<file path="src/rtl/lm_sm_sequencer.sv">
// LM/SM multi-cycle sequencer: expands a base address plus register list into
// one data_memory access per set list bit, lowest register first, one per clock.
module lm_sm_sequencer #(
  parameter int unsigned ADDR_W = 16,
  parameter int unsigned DATA_W = 16,
  parameter int unsigned NREG   = 8,
  parameter int unsigned SEL_W  = $clog2(NREG)
) (
  input  logic              clk,
  input  logic              reset,
  input  logic              start,
  input  logic              is_store,
  input  logic [ADDR_W-1:0] base_addr,
  input  logic [NREG-1:0]   reg_list,
  output logic              busy,
  output logic              done,
  output logic [ADDR_W-1:0] mem_addr,
  output logic              mem_write_n,
  output logic [DATA_W-1:0] mem_wdata,
  input  logic [DATA_W-1:0] mem_rdata,
  output logic [SEL_W-1:0]  rf_rd_sel,
  input  logic [DATA_W-1:0] rf_rd_data,
  output logic              rf_wr_en,
  output logic [SEL_W-1:0]  rf_wr_sel,
  output logic [DATA_W-1:0] rf_wr_data
);

  localparam logic [1:0] S_IDLE = 2'd0;
  localparam logic [1:0] S_XFER = 2'd1;
  localparam logic [1:0] S_DONE = 2'd2;

  logic [1:0]        state_q, state_d;
  logic [NREG-1:0]   pend_q, pend_d;
  logic [ADDR_W-1:0] addr_q, addr_d;
  logic              op_q, op_d;

  logic [SEL_W-1:0]  idx;
  logic [NREG-1:0]   pend_clr;

  // Lowest set bit of the pending list selects the register for this cycle.
  always_comb begin
    idx = '0;
    for (int i = int'(NREG) - 1; i >= 0; i--) begin
      if (pend_q[i]) idx = SEL_W'(i);
    end
    pend_clr = pend_q & ~(NREG'(1) << idx);
  end

  always_ff @(posedge clk or negedge reset) begin
    if (!reset) begin
      state_q <= S_IDLE;
      pend_q  <= '0;
      addr_q  <= '0;
      op_q    <= 1'b0;
    end else begin
      state_q <= state_d;
      pend_q  <= pend_d;
      addr_q  <= addr_d;
      op_q    <= op_d;
    end
  end

  // Next-state and output decode; outputs only leave idle values in XFER/DONE.
  always_comb begin
    state_d     = state_q;
    pend_d      = pend_q;
    addr_d      = addr_q;
    op_d        = op_q;
    busy        = 1'b0;
    done        = 1'b0;
    mem_addr    = '0;
    mem_write_n = 1'b1;
    mem_wdata   = '0;
    rf_rd_sel   = '0;
    rf_wr_en    = 1'b0;
    rf_wr_sel   = '0;
    rf_wr_data  = '0;

    case (state_q)
      S_IDLE: begin
        if (start) begin
          if (reg_list != '0) begin
            pend_d  = reg_list;
            addr_d  = base_addr;
            op_d    = is_store;
            state_d = S_XFER;
          end else begin
            state_d = S_DONE;
          end
        end
      end
      S_XFER: begin
        busy     = 1'b1;
        mem_addr = addr_q;
        if (op_q) begin
          rf_rd_sel   = idx;
          mem_wdata   = rf_rd_data;
          mem_write_n = 1'b0;
        end else begin
          rf_wr_en   = 1'b1;
          rf_wr_sel  = idx;
          rf_wr_data = mem_rdata;
        end
        pend_d = pend_clr;
        addr_d = addr_q + ADDR_W'(1);
        if (pend_clr == '0) state_d = S_DONE;
      end
      S_DONE: begin
        done    = 1'b1;
        state_d = S_IDLE;
      end
      default: state_d = S_IDLE;
    endcase
  end

endmodule

</file>
<file path="config.mk">
export PLATFORM = sky130hd
export DESIGN_NAME = lm_sm_sequencer
export DESIGN_NICKNAME = d
export VERILOG_FILES = /design/src/rtl/lm_sm_sequencer.sv
export SDC_FILE = /design/constraint.sdc
export NUM_CORES = 1
export LEC_CHECK = 0
export CAP_MARGIN = 15
export CORE_UTILIZATION = 41
export CTS_CLUSTER_DIAMETER = 200
export CTS_CLUSTER_SIZE = 8
export DETAILED_ROUTE_END_ITERATION = 12
export PLACE_DENSITY = 0.95
export SYNTH_ARGS = -nofsm -noshare
export SYNTH_HDL_FRONTEND = slang
export SYNTH_SLANG_ARGS = --single-unit
</file>
<file path="constraint.sdc">
create_clock -name clk -period 3.6 [get_ports clk]
set_input_delay 0.72 -clock clk [delete_from_list [all_inputs] [get_ports clk]]
set_output_delay 0.72 -clock clk [all_outputs]
set_load 0.01 [all_outputs]
</file>
==> metrics.cfg <==
[clock_network]
ctsResizeCount=0
cts_tree=built
ctsHoldBuffers=0
cts.path.max_buffers=2
cts_root_buf=clkbuf_8
postCtsSetupBuffers=0
clk_pin_slew_ns=0.10
htreeDepth=1
cts-buffers-inserted=3
worstSkewPairLatency_ns=0.28
cts.sink_count=27

[min_path]
worstHoldEndpoint=state_q[1]
hold_depth=2
worstHoldStart=state_q[1]
hp-class=reg2reg

[synth]
avgSynthCellArea_um2=8.177
synth_area_um2=1971
synth_nets=302
ys_async_sr_fraction=1.000
synth_edf_count=0
synth_area_leaders=dfrtp_1 (34%), and2_1 (9.2%), and3_1 (5.7%), nor2_1 (4.0%), a211oi_1 (3.4%)
yosysSeqAreaShare=0.3429
yosys.area.top_type_share=0.3429
synth_warnings=0
ys_types=54
postSynthCellCount=241
yosysTopAreaCell=dfrtp_1
synth-seq-cells=27
synth_ff_type=dfrtp_1

[cells_and_area]
final_cells=398
layout-drive-gt1-share=0.05491
final_common_cell=clkdlybuf4s50_1
fin_nets=408
diodes=0
most-common-layout-cells=clkdlybuf4s50_1 (117), and2_1 (29), dfrtp_1 (27), nor2_1 (21), and3_1 (18)
fin_area_um2=3208
synthToLayoutAreaGrowth_pct=62.79

[route]
wl_per_cell_um=16.46
drt-pass1-iter-count=9
detail_route.iter0.violations=120
postRouteWirelength_mm=6.550
routed_via_density=5.553
route.antenna.remaining_nets=0
drc=3
num_vias=2210

[sta]
finalCriticalPeriod_ns=3.075
setup_slack_ns=0.5250
worstMarginPinSlew_ns=0.9698
worst_slew_margin_rel=0.3535
fmax_ghz=0.3252
hold_viol=0
min_period_over_period=0.8542
setup_viol=0
rsz0062_at_grt=false
setup_tns_ns=0
finalMaxSlewViolations=0
skew_ns=0.007269

[global_routing]
antenna_found_initial=0
grt_use_total=0.2494
met2_usage=0.4286
grt_pass1_wl_mm=10.04
grt_use_met1=0.3327
grt.overflow.total=0
grt_busiest_layer=met2
grt_pass1_vias=2059
grt_start_max_net_pins=28
gr-usage-met3=0.03938

[critical_path]
r2r_start=state_q[1]
critical_path_class=reg2out
startpoint_type=flop
r2r_end=pend_q[3]
critPathRequiredTime_ns=2.88
crit_path_end_kind=output pin
reg2reg_slack_ns=1.68
crit_fanout=22
r2r_cells=4
arrival_ns=2.35
cp-startpoint=op_q

[floorplanning]
core_area_um2=4474
io_pins=118
start_util=0.4404
die_w_um=71.33
row_count=24
chipHeight_um=71.33
dieArea_um2=5088

[pwr]
power_leakage_nw=1.311
pwr_density_cell_nw_per_um2=713.3
irDropWorstVdd_mv=0.4631

[outcome]
violations=DRC
run_status=finished, violations left

[place]
port_buffers=117
dp_hpwl_mm=4.958
placedCellCount=394
placedInstanceArea_um2=3159
gp_congestion=0.8385
dp_slack_ns=0.8500

[job]
cap_violations=0

==> per-stage QoR <==
stage / hold slack [ns] / power [mW] / util
final: 0.5688 / 2.288 / 0.7170
after global routing: 0.5891 / 2.445 / 0.7170
after CTS: 0.5670 / 2.279 / 0.7170
after detailed placement: 0.5465 / 2.096 / 0.7061
after global placement: 0.5340 / 2.046 / 0.7061
after floorplan: 0.4244 / 1.467 / -
==> critical path, stage by stage, from the launching register on <==
cell	delay (ns)
dfrtp_1	0.62
nor2_1	0.66
and2_1	0.25
clkdlybuf4s50_1	0.55
==> state kept, by name, indices dropped and copies added (netlist names) <==
signal   cells
addr_q      16
op_q         1
pend_q       8
state_q      2
==> worst max-delay path by stage <==
stage	endpoint	depth (start not counted)
detailed placement	rf_wr_sel[0]	5
global route	rf_wr_data[9]	4
CTS	rf_wr_sel[0]	5
global placement	rf_wr_sel[0]	5
floorplan	rf_rd_sel[0]	6
finish	rf_wr_data[9]	3
==> layout make-up <==
class | count | area [um^2]
inverter | 6 | 22.52
fill | 334 | 1266
tap | 52 | 65.06
multi-input combinational | 188 | 1195
clock inverter | 1 | 7.507
sequential | 27 | 675.6
timing repair buffer | 121 | 1201
clock buffer | 3 | 41.29
==> routing by layer <==
| metal | share of wire | vias up |
|---|---|---|
| li1 | - | 1089 |
| met5 | 0 | - |
| met2 | 0.51 | 87 |
| met1 | 0.43 | 1026 |
| met4 | 0.010 | 0 |
| met3 | 0.051 | 8 |
==> synth_stat cells, types with 4 or more instances <==
library cell / instances
inv_1: 5
nor3_1: 10
nor2_1: 21
and2_1: 29
a22o_1: 5
nand2_1: 17
a211oi_1: 9
a21oi_1: 7
o22ai_1: 4
dfrtp_1: 27
nand3_1: 6
and3_1: 18
clkbuf_1: 15
o21ai_0: 7
==> power by group <==
part	internal [mW]	switching (mW)
Combinational	0.736	0.678
Clock	0.0786	0.0976
Sequential	0.446	0.253
Total	1.26	1.03
==> cell families (layout without fill, tap and decap cells) <==
group,after synthesis,count (layout),synth area share
AOI/OAI and AO/OA,58,58,0.2121
xor gates and xnor gates,2,2,0.008891
buffers and inverters,26,131,0.05333
DFF,27,27,0.3429
muxes,3,3,0.01524
and+or+nand+nor,124,124,0.3613
adders and majority gates,1,1,0.006348
Power figures use the tool's default switching activity.
